### src/rtl/mem_access_ctrl_if.sv
// Memory-stage request/response bundle and data-bus handshake signals for mem_access_ctrl.
// The slave view belongs to the controller; the master view belongs to the pipeline/bus side.
interface mem_access_ctrl_if #(
    parameter int ADDR_W = 64
);
    logic              req_valid;
    logic              req_write;
    logic [ADDR_W-1:0] req_addr;
    logic [1:0]        req_msize;
    logic              req_unsigned;
    logic [63:0]       req_wdata;
    logic              flush;
    logic              stall;
    logic              done;
    logic [63:0]       rdata;
    logic              misalign;
    logic              dreq_valid;
    logic [ADDR_W-1:0] dreq_addr;
    logic [1:0]        dreq_size;
    logic [7:0]        dreq_strobe;
    logic [63:0]       dreq_data;
    logic              dresp_addr_ok;
    logic              dresp_data_ok;
    logic [63:0]       dresp_data;

    modport slave (
        input  req_valid, req_write, req_addr, req_msize, req_unsigned, req_wdata, flush,
        input  dresp_addr_ok, dresp_data_ok, dresp_data,
        output stall, done, rdata, misalign,
        output dreq_valid, dreq_addr, dreq_size, dreq_strobe, dreq_data
    );

    modport master (
        output req_valid, req_write, req_addr, req_msize, req_unsigned, req_wdata, flush,
        output dresp_addr_ok, dresp_data_ok, dresp_data,
        input  stall, done, rdata, misalign,
        input  dreq_valid, dreq_addr, dreq_size, dreq_strobe, dreq_data
    );
endinterface

### src/rtl/mem_access_ctrl.sv
// Memory-stage sequencer: builds a data-bus request from a load/store, runs the
// addr_ok/data_ok handshake, stalls the pipeline and returns the extended load result.
module mem_access_ctrl #(
    parameter int ADDR_W = 64
) (
    input  logic              clk,
    input  logic              reset,
    mem_access_ctrl_if.slave  mif
);

    typedef enum logic [2:0] {IDLE, REQ, WAIT, DONE, DRAIN} state_t;

    state_t            state;
    logic [ADDR_W-1:0] addr_q;
    logic [1:0]        size_q;
    logic              unsigned_q;
    logic              write_q;
    logic [7:0]        strobe_q;
    logic [63:0]       wdata_q;
    logic              valid_q;
    logic              done_q;
    logic              misalign_q;
    logic [63:0]       rdata_q;

    logic              misaligned_c;
    logic [7:0]        strobe_c;
    logic [63:0]       lane_data_c;
    logic [63:0]       shifted_c;
    logic [63:0]       load_c;
    logic              stall_c;

    always_comb begin
        misaligned_c = 1'b0;
        strobe_c     = 8'hFF;
        case (mif.req_msize)
            2'd0: strobe_c = 8'h01 << mif.req_addr[2:0];
            2'd1: begin
                misaligned_c = mif.req_addr[0];
                strobe_c     = 8'h03 << {mif.req_addr[2:1], 1'b0};
            end
            2'd2: begin
                misaligned_c = |mif.req_addr[1:0];
                strobe_c     = 8'h0F << {mif.req_addr[2], 2'b00};
            end
            default: begin
                misaligned_c = |mif.req_addr[2:0];
                strobe_c     = 8'hFF;
            end
        endcase
        lane_data_c = mif.req_wdata << {mif.req_addr[2:0], 3'b000};
    end

    // Extraction uses the latched request, so it is valid whenever data_ok arrives.
    always_comb begin
        shifted_c = mif.dresp_data >> {addr_q[2:0], 3'b000};
        load_c    = shifted_c;
        case (size_q)
            2'd0: load_c = unsigned_q ? {56'd0, shifted_c[7:0]}
                                      : {{56{shifted_c[7]}}, shifted_c[7:0]};
            2'd1: load_c = unsigned_q ? {48'd0, shifted_c[15:0]}
                                      : {{48{shifted_c[15]}}, shifted_c[15:0]};
            2'd2: load_c = unsigned_q ? {32'd0, shifted_c[31:0]}
                                      : {{32{shifted_c[31]}}, shifted_c[31:0]};
            default: load_c = shifted_c;
        endcase
        if (write_q) begin
            load_c = '0;
        end
    end

    always_comb begin
        stall_c = 1'b0;
        case (state)
            IDLE:      stall_c = mif.req_valid & ~mif.flush;
            REQ, WAIT: stall_c = ~mif.flush;
            default:   stall_c = 1'b0;
        endcase
    end

    always_ff @(posedge clk or posedge reset) begin
        if (reset) begin
            state      <= IDLE;
            addr_q     <= '0;
            size_q     <= '0;
            unsigned_q <= 1'b0;
            write_q    <= 1'b0;
            strobe_q   <= '0;
            wdata_q    <= '0;
            valid_q    <= 1'b0;
            done_q     <= 1'b0;
            misalign_q <= 1'b0;
            rdata_q    <= '0;
        end else begin
            done_q     <= 1'b0;
            misalign_q <= 1'b0;
            case (state)
                IDLE: begin
                    if (mif.req_valid && !mif.flush) begin
                        if (misaligned_c) begin
                            done_q     <= 1'b1;
                            misalign_q <= 1'b1;
                            rdata_q    <= '0;
                            state      <= DONE;
                        end else begin
                            addr_q     <= mif.req_addr;
                            size_q     <= mif.req_msize;
                            unsigned_q <= mif.req_unsigned;
                            write_q    <= mif.req_write;
                            strobe_q   <= mif.req_write ? strobe_c : 8'h00;
                            wdata_q    <= lane_data_c;
                            valid_q    <= 1'b1;
                            state      <= REQ;
                        end
                    end
                end
                REQ: begin
                    if (mif.flush) begin
                        // An accepted-but-incomplete request still owes a data_ok: drain it.
                        valid_q <= 1'b0;
                        state   <= (mif.dresp_addr_ok && !mif.dresp_data_ok) ? DRAIN : IDLE;
                    end else if (mif.dresp_addr_ok) begin
                        valid_q <= 1'b0;
                        if (mif.dresp_data_ok) begin
                            rdata_q <= load_c;
                            done_q  <= 1'b1;
                            state   <= DONE;
                        end else begin
                            state <= WAIT;
                        end
                    end
                end
                WAIT: begin
                    if (mif.dresp_data_ok) begin
                        if (mif.flush) begin
                            state <= IDLE;
                        end else begin
                            rdata_q <= load_c;
                            done_q  <= 1'b1;
                            state   <= DONE;
                        end
                    end else if (mif.flush) begin
                        state <= DRAIN;
                    end
                end
                DONE: begin
                    state <= IDLE;
                end
                DRAIN: begin
                    if (mif.dresp_data_ok) begin
                        state <= IDLE;
                    end
                end
                default: begin
                    state <= IDLE;
                end
            endcase
        end
    end

    assign mif.stall       = stall_c;
    assign mif.done        = done_q;
    assign mif.misalign    = misalign_q;
    assign mif.rdata       = rdata_q;
    assign mif.dreq_valid  = valid_q;
    assign mif.dreq_addr   = addr_q;
    assign mif.dreq_size   = size_q;
    assign mif.dreq_strobe = strobe_q;
    assign mif.dreq_data   = wdata_q;

endmodule

### src/flat_wrapper.sv
// flat-port wrapper written by rule: the top's interface ports become plain ports
module mem_access_ctrl_flat 
#(
    parameter int ADDR_W = 64
)
  (clk, reset, mif_req_valid, mif_req_write, mif_req_addr, mif_req_msize, mif_req_unsigned, mif_req_wdata, mif_flush, mif_dresp_addr_ok, mif_dresp_data_ok, mif_dresp_data, mif_stall, mif_done, mif_rdata, mif_misalign, mif_dreq_valid, mif_dreq_addr, mif_dreq_size, mif_dreq_strobe, mif_dreq_data);
  mem_access_ctrl_if #(.ADDR_W(ADDR_W)) mif_i ();
  input  logic clk;
  input  logic reset;
  input wire logic [$bits(mif_i.req_valid)-1:0] mif_req_valid;
  input wire logic [$bits(mif_i.req_write)-1:0] mif_req_write;
  input wire logic [$bits(mif_i.req_addr)-1:0] mif_req_addr;
  input wire logic [$bits(mif_i.req_msize)-1:0] mif_req_msize;
  input wire logic [$bits(mif_i.req_unsigned)-1:0] mif_req_unsigned;
  input wire logic [$bits(mif_i.req_wdata)-1:0] mif_req_wdata;
  input wire logic [$bits(mif_i.flush)-1:0] mif_flush;
  input wire logic [$bits(mif_i.dresp_addr_ok)-1:0] mif_dresp_addr_ok;
  input wire logic [$bits(mif_i.dresp_data_ok)-1:0] mif_dresp_data_ok;
  input wire logic [$bits(mif_i.dresp_data)-1:0] mif_dresp_data;
  output wire logic [$bits(mif_i.stall)-1:0] mif_stall;
  output wire logic [$bits(mif_i.done)-1:0] mif_done;
  output wire logic [$bits(mif_i.rdata)-1:0] mif_rdata;
  output wire logic [$bits(mif_i.misalign)-1:0] mif_misalign;
  output wire logic [$bits(mif_i.dreq_valid)-1:0] mif_dreq_valid;
  output wire logic [$bits(mif_i.dreq_addr)-1:0] mif_dreq_addr;
  output wire logic [$bits(mif_i.dreq_size)-1:0] mif_dreq_size;
  output wire logic [$bits(mif_i.dreq_strobe)-1:0] mif_dreq_strobe;
  output wire logic [$bits(mif_i.dreq_data)-1:0] mif_dreq_data;
  assign mif_i.req_valid = mif_req_valid;
  assign mif_i.req_write = mif_req_write;
  assign mif_i.req_addr = mif_req_addr;
  assign mif_i.req_msize = mif_req_msize;
  assign mif_i.req_unsigned = mif_req_unsigned;
  assign mif_i.req_wdata = mif_req_wdata;
  assign mif_i.flush = mif_flush;
  assign mif_i.dresp_addr_ok = mif_dresp_addr_ok;
  assign mif_i.dresp_data_ok = mif_dresp_data_ok;
  assign mif_i.dresp_data = mif_dresp_data;
  assign mif_stall = mif_i.stall;
  assign mif_done = mif_i.done;
  assign mif_rdata = mif_i.rdata;
  assign mif_misalign = mif_i.misalign;
  assign mif_dreq_valid = mif_i.dreq_valid;
  assign mif_dreq_addr = mif_i.dreq_addr;
  assign mif_dreq_size = mif_i.dreq_size;
  assign mif_dreq_strobe = mif_i.dreq_strobe;
  assign mif_dreq_data = mif_i.dreq_data;
  mem_access_ctrl #(.ADDR_W(ADDR_W)) u_core (.clk(clk), .reset(reset), .mif(mif_i));
endmodule
### config.mk
export PLATFORM = sky130hd
export DESIGN_NAME = mem_access_ctrl_flat
export DESIGN_NICKNAME = d
export VERILOG_FILES = /design/src/rtl/mem_access_ctrl_if.sv /design/src/rtl/mem_access_ctrl.sv /design/src/flat_wrapper.sv
export SDC_FILE = /design/constraint.sdc
export NUM_CORES = 1
export LEC_CHECK = 0
export BUFFER_PORTS_ARGS = -buffer_cell sky130_fd_sc_hd__buf_2
export CORE_MARGIN = 3
export CORE_UTILIZATION = 30
export DETAILED_ROUTE_END_ITERATION = 6
export SLEW_MARGIN = 25
export SYNTH_ARGS = -nofsm -noshare
export SYNTH_HDL_FRONTEND = slang
export SYNTH_SLANG_ARGS = --single-unit
### constraint.sdc
create_clock -name clk -period 11.6 [get_ports clk]
set_input_delay 1.74 -clock clk [delete_from_list [all_inputs] [get_ports clk]]
set_output_delay 1.74 -clock clk [all_outputs]
set_load 0.1 [all_outputs]
=== Yosys cells after proc, flatten, opt, wreduce, memory -nomap -nowiden ===
Index checks and enable logic that the tools add are counted.

* Equality and inequality tests: 18
* Shift-type cells: 5
* Multiplexer cells: 42
* Bitwise logic cells: 3
* Reduce and logical (&&, ||, !) cells: 16

{| class="wikitable"
|+ Operators with widths
! cell !! count
|-
| $mux W64 || 11
|-
| $pmux W64 S3 || 2
|-
| $shl A64 B6 Y64 || 1
|-
| $shr A64 B6 Y64 || 1
|-
| $pmux W8 S3 || 1
|-
| $mux W3 || 7
|-
| $ne A2 B2 Y1 const B || 7
|-
| $mux W1 || 13
|-
| $pmux W3 S4 || 1
|-
| $mux W8 || 1
|-
| $reduce_and A4 Y1 || 2
|-
| $reduce_and A8 Y1 || 1
|-
| $shl A1 B3 Y8 const A || 1
|-
| $shl A2 B3 Y8 const A || 1
|-
| $shl A4 B3 Y8 const A || 1
|-
| $ne A3 B3 Y1 const B || 2
|-
| $pmux W1 S3 || 2
|-
| $eq A2 B1 Y1 const B || 2
|-
| $eq A2 B2 Y1 const B || 2
|-
| $logic_not A2 Y1 || 2
|-
| $mux W2 || 2
|-
| $ne A2 B1 Y1 const B || 2
|-
| $pmux W1 S2 || 2
|-
| $reduce_or A2 Y1 || 2
|-
| other kinds (12) || 15
|}

* Register bits: 210
* Bits of input ports: 202
* Output and inout port bits: 206
* Logic and storage cells: 95

=== Depth between registers and ports, before layout ===
Gate-level depths: netlist (run 1).

* Depth in word-level cells: 8
* Depth in mapped cells: 10
* Mapped depth without buffers: 6

=== Least setup slack after synthesis (run 1) ===
OpenSTA, ideal clock, no wires.

* Path type: input to output
* From: input mif_req_valid
* To: output mif_stall
* Data arrival time: 6582 ps
* Required time: 9860 ps
* Setup slack: 3278 ps
* Cell stages on the path: 2
* Cell sequence: nor3_1 -> a2111oi_0

* Cells in the longest elaborated chain, start to end: 2

{| class="wikitable"
|+ RTL lines
! what !! line !! RTL
|-
| start, declared || flat_wrapper.sv:10 || <nowiki>input wire logic [$bits(mif_i.req_valid)-1:0] mif_req_valid;</nowiki>
|-
| $and A1 B1 Y1 || mem_access_ctrl.sv:74 || <nowiki>IDLE: stall_c = mif.req_valid & ~mif.flush;</nowiki>
|-
| $pmux W1 S2 || mem_access_ctrl.sv:73 || <nowiki>case (state)</nowiki>
|-
| end, declared || flat_wrapper.sv:20 || <nowiki>output wire logic [$bits(mif_i.stall)-1:0] mif_stall;</nowiki>
|}

No other way between the ends.

=== Worst setup path after layout (run 1) ===
Same ends and word-level chain as after synthesis.

==> flow_summary.yaml, run 1 <==
setup_path:
  crit_path_end_kind: "output pin"
  slowest_delay_ns: 0.53
  cp.arrival_ns: 2.86
  crit_chain: "buf_2 > nor3_1 > a2111oi_0 > buf_2"
  crit_family: "buffers and inverters"
  start_kind: "primary input"
  path_common_cell: "buf_2"
  critPathMaxFanout: 2
  crit_type: "in2out"
  cp.buffers_inverters: 2
  critical_path_required_ns: 9.86
  slowest_stage: "buf_2"
sta:
  final.setup.tns_ns: 0
  hold_viol: 0
  slew_headroom: 0.3300
  period_share: 0.3963
  rsz0062_at_grt: "no"
  fmax_mhz: 217.5
  period_needed_ns: 4.597
  finalMaxSlewViolations: 0
  worst_slew_pin_slew_ns: 1.003
  fin_skew_ns: 0.01046
  finalSetupViolCount: 0
synth:
  syn_nets: 1352
  synth_edf_count: 0
  synth_area_leaders: "dfrtp_1 (45%), mux2i_1 (8.9%), mux2_2 (7.3%)"
  yosysSeqAreaShare: 0.4519
  synth_ff_type: "dfrtp_1"
  synthArstFlopShare: 1.000
  syn_area_um2: 11630
  synth_seq_cells: 210
  synth_warnings: 0
  yosysTopAreaCell: "dfrtp_1"
  ys_types: 51
  syn_inst: 1150
  syn_avg_cell_area_um2: 10.11
  synth_top_area_share: 0.4519
floorplan:
  fp.dieH_um: 202.9
  boundaryPins: 408
  dieWidth_um: 202.9
  placementRows: 71
  fp.coreArea_um2: 37930
  initial_core_util: 0.3066
  die-area_um2: 41160
clocking:
  cts_root_buffer: "clkbuf_16"
  cts_tree: "yes"
  clk_latency_ns: 0.53
  ctsHtreeMaxLevel: 1
  post-cts-setup-buffers: 0
  hold_buffers: 0
  cts.path.max_buffers: 3
  post_cts_resized: 0
  numCtsBuffers: 27
  cts_sinks: 210
  cts.clk_slew.worst_paths_ns: 0.06
drt:
  wl_um: 42980
  drc_errors: 0
  dr.pass1.iters: 5
  post_drt_via_cell_ratio: 5.167
  wire_per_inst_um: 21.13
  antenna_left: 0
  drt_iter0_drc: 668
  vias: 10510
run_status:
  status: "finished clean"
flow_run:
  drv_cap: 0
place:
  buffer_ports.inserted: 407
  gp_congestion: 0.9423
  place_hpwl_um: 31950
finish:
  diodes: 0
  layout-drive-gt1-share: 0.4051
  mostFrequentLayoutCell: "buf_2"
  areaGrowthSynthToFinish_pct: 28.28
  final_cell_mix: "buf_2 (406), dfrtp_1 (208), nand2_1 (169)"
  nets: 1706
min_path:
  hold_class: "reg2reg"
global_routing:
  grt_pass1_wl_um: 64650
  grt_overflow: 0
  grt_pass1_vias: 10670
  antenna_found_initial: 0
  grt_max_degree: 90
  grt_util_all_layers: 0.2016
==> metrics by stage <==
step / utilization / setup slack, ns / std cells / area, µm² / hold WS, ns
floorplan: - / 3.278 / 1150 / 11630 / 0.4731
global placement: 0.3700 / 6.780 / 1986 / 14030 / 0.4560
detailed placement: 0.3700 / 6.672 / 1986 / 14030 / 0.4605
CTS: 0.3928 / 6.989 / 2034 / 14900 / 0.4740
global route: 0.3932 / 6.834 / 2034 / 14920 / 0.4902
finish: 0.3932 / 7.003 / 2034 / 14920 / 0.4699
==> tightest hold or removal path: cells and delay by family (launching register included) <==
kind	cells	cell delay, ns
DFF	1	0.33
and+or+nand+nor	1	0.05
AOI/OAI and AO/OA	1	0.05
==> cell families (layout without fill, tap and decap cells) <==
kind of cell | after synthesis | in the layout | share of synthesized area
multiplexers | 203 | 203 | 0.2097
flip-flops | 210 | 210 | 0.4519
XOR/XNOR | 2 | 2 | 0.001507
buffers and inverters | 104 | 477 | 0.03906
AO/OA/AOI/OAI | 296 | 296 | 0.1729
AND/OR/NAND/NOR | 335 | 335 | 0.1249
==> layer usage <==
layer,track usage,wire (µm),vias up
li1,-,-,4843
met5,0,0,-
met2,0.3398,20510,504
met4,0.08018,1663,0
met3,0.04634,3772,75
met1,0.2507,17030,5087
==> cell type report <==
| type | instances | area, µm² |
|---|---|---|
| Multi-Input combinational cell | 836 | 5952 |
| Clock buffer | 36 | 769.5 |
| Inverter | 6 | 30.03 |
| Tap cell | 511 | 639.4 |
| Clock inverter | 12 | 98.84 |
| Sequential cell | 210 | 5260 |
| Timing Repair Buffer | 423 | 2167 |
| Fill cell | 3825 | 23020 |
==> state kept, by name, indices dropped and copies added (netlist names) <==
signal,cells
u_core.mif.dreq_addr,64
u_core.mif.dreq_data,64
u_core.mif.rdata,64
u_core.mif.dreq_strobe,8
u_core.state,3
u_core.mif.dreq_size,2
u_core.mif.done,1
u_core.mif.dreq_valid,1
u_core.mif.misalign,1
u_core.unsigned_q,1
u_core.write_q,1
==> synthesized netlist by cell type, types with 25 or more instances <==
cell,instances
a21oi_1,48
o31ai_2,30
o21ai_0,95
dfrtp_1,210
mux2i_1,103
mux4_2,25
o31ai_1,35
a211oi_1,32
nand2_1,171
mux2_2,75
nor2_1,92
clkbuf_1,53
buf_2,30
==> final timing paths <==
check                                                      start                               endpoint  slack, ns  depth (start not counted)
max                                                mif_req_valid                              mif_stall       7.00                          4
min                        u_core.mif.dreq_strobe[4]$_DFFE_PP0P_  u_core.mif.dreq_strobe[4]$_DFFE_PP0P_       0.47                          2
max reg2reg                  u_core.mif.dreq_addr[0]$_DFFE_PP0P_       u_core.mif.rdata[54]$_DFFE_PP0P_       8.13                          7
min reg2reg                u_core.mif.dreq_strobe[4]$_DFFE_PP0P_  u_core.mif.dreq_strobe[4]$_DFFE_PP0P_       0.47                          2
max in group asynchronous                                  reset    u_core.mif.dreq_addr[0]$_DFFE_PP0P_       9.17                          3
min in group asynchronous                                  reset       u_core.mif.rdata[54]$_DFFE_PP0P_       1.27                          2
Power of run 1 is left out: the tool's default activity adds up to more than one toggle a clock period on the data nets, which glitch-free logic cannot reach.
==> run 2, diff against run 1 <==
==> constraint.sdc (replaced) <==
create_clock -name clk -period 4 [get_ports clk]
set_input_delay 0.6 -clock clk [delete_from_list [all_inputs] [get_ports clk]]
set_output_delay 0.6 -clock clk [all_outputs]
set_load 0.1 [all_outputs]
==> run 2 against run 1 <==
Non-clock buffer count grew 5. First-iteration DRC count rose by 2.5%. Critical path depth decreased by 2. Largest cell class unchanged.
==> flow_summary.yaml, run 2 (synthesized netlist as in run 1, its figures left out) <==
finish:
  ff_latch_area_um2: 5260
  layout-drive-gt1-share: 0.4028
  areaGrowthSynthToFinish_pct: 28.98
  fillCellCount: 3821
  mostFrequentLayoutCell: "buf_2"
  final_cell_mix: "buf_2 (406), dfrtp_1 (208), nand2_1 (170)"
  multi_input_area_um2: 5951
  diodes: 0
  nets: 1710
floorplan:
  fp.dieH_um: 202.9
  die-area_um2: 41160
  initial_core_util: 0.3066
  boundaryPins: 408
  placementRows: 71
  fp.coreArea_um2: 37930
  dieWidth_um: 202.9
setup_path:
  crit_path_end_kind: "output pin"
  cp.buffers_inverters: 2
  critical_path_required_ns: 3.40
  critPathMaxFanout: 43
  start_kind: "flip-flop"
  cp.arrival_ns: 2.47
  slowest_stage: "dfrtp_4"
  crit_family: "buffers and inverters"
  crit_chain: "buf_4 > buf_2"
  slowest_delay_ns: 0.79
  crit_type: "reg2out"
global_routing:
  grt-busiest-layer: "met2"
  grt_overflow: 0
  antenna_found_initial: 5
  use_met1: 0.2503
  grt_use_met2: 0.3521
  met3_usage: 0.04938
  grt_pass1_vias: 10770
  grt_util_all_layers: 0.2025
  grt_pass1_wl_um: 65640
  grt_max_degree: 181
place:
  buffer_ports.inserted: 407
  place_hpwl_um: 32400
  gp_congestion: 0.9206
drt:
  wl_um: 43110
  antenna_left: 0
  post_drt_via_cell_ratio: 5.219
  drt_iter0_drc: 685
  vias: 10640
  wire_per_inst_um: 21.16
  drc_errors: 0
  dr.pass1.iters: 7
clocking:
  hold_buffers: 0
  post_cts_resized: 0
  cts_tree: "yes"
  cts.path.max_buffers: 3
  numCtsBuffers: 26
  post-cts-setup-buffers: 0
  cts_root_buffer: "clkbuf_16"
  clk_latency_ns: 0.54
  ctsHtreeMaxLevel: 1
  cts_sinks: 210
  cts.clk_slew.worst_paths_ns: 0.06
sta:
  finalMaxSlewViolations: 0
  fin_skew_ns: 0.01667
  slew_headroom: 0.3642
  period_share: 0.7671
  period_needed_ns: 3.068
  final.setup.tns_ns: 0
  finalSetupViolCount: 0
  worst_slew_pin_slew_ns: 0.9527
  fmax_mhz: 325.9
  hold_viol: 0
  rsz0062_at_grt: "no"
run_status:
  status: "finished clean"
min_path:
  hold_class: "in2async"
flow_run:
  drv_cap: 0
==> run 2: routing by layer <==
| layer | up-vias | part of all wire |
|---|---|---|
| li1 | 4851 | - |
| met1 | 5209 | 0.39 |
| met2 | 495 | 0.49 |
| met3 | 71 | 0.089 |
| met4 | 10 | 0.029 |
| met5 | - | 0.0015 |
==> run 2: final timing paths <==
path / from / to / slack [ns] / cells past startpoint
max: u_core.mif.dreq_addr[0]$_DFFE_PP0P_ / mif_dreq_addr[0] / 0.93 / 2
min in group clk: mif_dresp_data_ok / u_core.state[2]$_DFFE_PP0P_ / 0.27 / 2
max reg2reg: u_core.mif.dreq_addr[0]$_DFFE_PP0P_ / u_core.mif.rdata[62]$_DFFE_PP0P_ / 1.13 / 6
max in group asynchronous: reset / u_core.mif.dreq_addr[25]$_DFFE_PP0P_ / 2.95 / 3
min: reset / u_core.mif.rdata[23]$_DFFE_PP0P_ / 0.10 / 2
min reg2reg: u_core.mif.dreq_strobe[1]$_DFFE_PP0P_ / u_core.mif.dreq_strobe[1]$_DFFE_PP0P_ / 0.47 / 2
==> run 2: worst register-to-register path, stage by stage, from the launching register on <==
cell     delay [ns]
dfrtp_4        0.79
mux2i_1        0.26
mux4_2         0.57
nor3_4         0.45
nor3_4         0.08
buf_4          0.30
o31ai_1        0.31
==> run 2: stage by stage <==
stage | setup slack (ns) | cells | utilization | cell area, µm² | hold slack [ns]
6_report | 0.9316 | 2038 | 0.3954 | 15000 | 0.1039
3_5_place_dp | 1.078 | 1991 | 0.3720 | 14110 | 0.4632
2_1_floorplan | 0.6463 | 1150 | - | 11640 | 0.4731
4_1_cts | 0.8989 | 2038 | 0.3954 | 15000 | 0.09674
3_3_place_gp | 1.132 | 1991 | 0.3720 | 14110 | 0.4537
5_1_grt | 0.8137 | 2038 | 0.3954 | 15000 | 0.1203
==> run 2: final cells by class <==
cell class                      instances  area share
Clock buffer                           40     0.05089
Clock inverter                          7    0.008259
Inverter                                6    0.001752
Multi-Input combinational cell        836      0.3968
Sequential cell                       210      0.3507
Tap cell                              511     0.04263
Timing Repair Buffer                  428      0.1490
Power of run 2 is left out for the same reason.
==> run 3, diff against run 2 <==
==> constraint.sdc (replaced) <==
create_clock -name clk -period 3.1 [get_ports clk]
set_input_delay 0.465 -clock clk [delete_from_list [all_inputs] [get_ports clk]]
set_output_delay 0.465 -clock clk [all_outputs]
set_load 0.1 [all_outputs]
==> run 3 against run 2 <==
Via count barely moved. Design area rose by 0.97%. Largest cell class unchanged. Sequential share of layout area fell by 0.34 points. Wire length rose by 0.49%. Register-to-register slack got worse by 0.58 ns. Setup slack got worse by 0.42 ns. Non-clock buffer count rose by 8. Utilization rose by 0.38 points. Die area did not move.
==> flow_summary.yaml, run 3 (synthesized netlist as in run 1, its figures left out) <==
run_status:
  status: "finished clean"
setup_path:
  slowest_stage: "dfrtp_1"
  start_kind: "flip-flop"
  slowest_delay_ns: 0.63
  crit_type: "reg2out"
  r2r_cells: 6
  cp-endpoint: "mif_stall"
  crit_chain: "nor3_1 > a2111oi_4 > buf_2"
  cp.buffers_inverters: 1
  r2r_setup_slack_ns: 0.55
  critPathMaxFanout: 11
  path_depth: 3
  crit_family: "flip-flops"
  crit_start: "u_core.state[1]$_DFFE_PP0P_"
  r2r_end: "u_core.mif.rdata[44]$_DFFE_PP0P_"
  crit_path_end_kind: "output pin"
  critical_path_required_ns: 2.63
  cp.arrival_ns: 2.12
  reg2reg_from: "u_core.mif.dreq_addr[0]$_DFFE_PP0P_"
clocking:
  clk_latency_ns: 0.53
  ctsHtreeMaxLevel: 1
  cts.path.max_buffers: 3
  cts_tree: "yes"
  hold_buffers: 1
  cts.clk_slew.worst_paths_ns: 0.06
  post-cts-setup-buffers: 0
  numCtsBuffers: 25
  post_cts_resized: 0
  cts_root_buffer: "clkbuf_16"
  cts_sinks: 210
min_path:
  hold_class: "in2reg"
  whs_path_depth: 2
floorplan:
  die-area_um2: 41160
  placementRows: 71
  initial_core_util: 0.3066
  fp.dieH_um: 202.9
  fp.coreArea_um2: 37930
  dieWidth_um: 202.9
  boundaryPins: 408
place:
  buffer_ports.inserted: 407
  gp_congestion: 0.9226
  place_hpwl_um: 32520
  dp_cells: 1998
  dpl_cell_area_um2: 14210
drt:
  drc_errors: 0
  antenna_left: 0
  vias: 10640
  dr.pass1.iters: 5
  wl_um: 43330
  post_drt_via_cell_ratio: 5.195
  drt_iter0_drc: 687
  wire_per_inst_um: 21.15
finish:
  stdcell_count: 2048
  layout-drive-gt1-share: 0.4074
  areaGrowthSynthToFinish_pct: 30.22
  final_cell_mix: "buf_2 (406), dfrtp_1 (208), nand2_1 (170)"
  final_area_um2: 15140
  nets: 1717
  mostFrequentLayoutCell: "buf_2"
sta:
  rsz0062_at_grt: "no"
  fin_skew_ns: 0.01116
  fmax_mhz: 386.2
  period_needed_ns: 2.590
  slew_headroom: 0.4447
  period_share: 0.8354
  finalMaxSlewViolations: 0
  hold_viol: 0
  worst_slew_pin_slew_ns: 0.8313
  finalSetupViolCount: 0
global_routing:
  grt_overflow: 0
  antenna_found_initial: 6
  grt_util_all_layers: 0.2016
  grt_pass1_vias: 10770
  grt_max_degree: 100
  grt_pass1_wl_um: 64940
flow_run:
  drv_cap: 0
## run 3: area by class of cell
type | instances | area [µm²]
Fill cell | 3836 | 22790
Timing Repair Buffer | 436 | 2335
Tap cell | 511 | 639.4
Inverter | 6 | 26.28
Sequential cell | 210 | 5260
Multi-Input combinational cell | 836 | 5963
Clock buffer | 34 | 709.4
Antenna cell | 3 | 7.507
Clock inverter | 12 | 202.7
## run 3: routing by layer
layer  track usage  up-vias  routed length, µm
met5             0        -                 28
met4       0.08488        4               1682
met3       0.04922       80               3854
met2        0.3392      498              20760
met1        0.2475     5187              17000
li1              -     4871                  -
## run 3: worst min-delay path by stage
stage / to / start
5_1_grt: u_core.state[2]$_DFFE_PP0P_ / mif_dresp_data_ok
4_1_cts: u_core.state[2]$_DFFE_PP0P_ / mif_dresp_data_ok
6_report: u_core.state[2]$_DFFE_PP0P_ / mif_dresp_data_ok
2_1_floorplan: u_core.write_q$_DFFE_PP0P_ / u_core.write_q$_DFFE_PP0P_
3_5_place_dp: u_core.mif.dreq_data[14]$_DFFE_PP0P_ / u_core.mif.dreq_data[14]$_DFFE_PP0P_
3_3_place_gp: u_core.mif.dreq_data[19]$_DFFE_PP0P_ / u_core.mif.dreq_data[19]$_DFFE_PP0P_
## run 3: metrics by stage
stage | worst slack [ns] | setup TNS, ns | utilization | hold WS [ns]
after floorplan | -0.09321 | -19.57 | - | 0.4731
after global routing | 0.3464 | 0 | 0.3992 | 0.1273
final | 0.5104 | 0 | 0.3992 | 0.1376
after CTS | 0.4741 | 0 | 0.3990 | 0.1142
after global placement | 0.5503 | 0 | 0.3747 | 0.4571
after detailed placement | 0.4556 | 0 | 0.3747 | 0.4605
Power of run 3 is left out for the same reason.
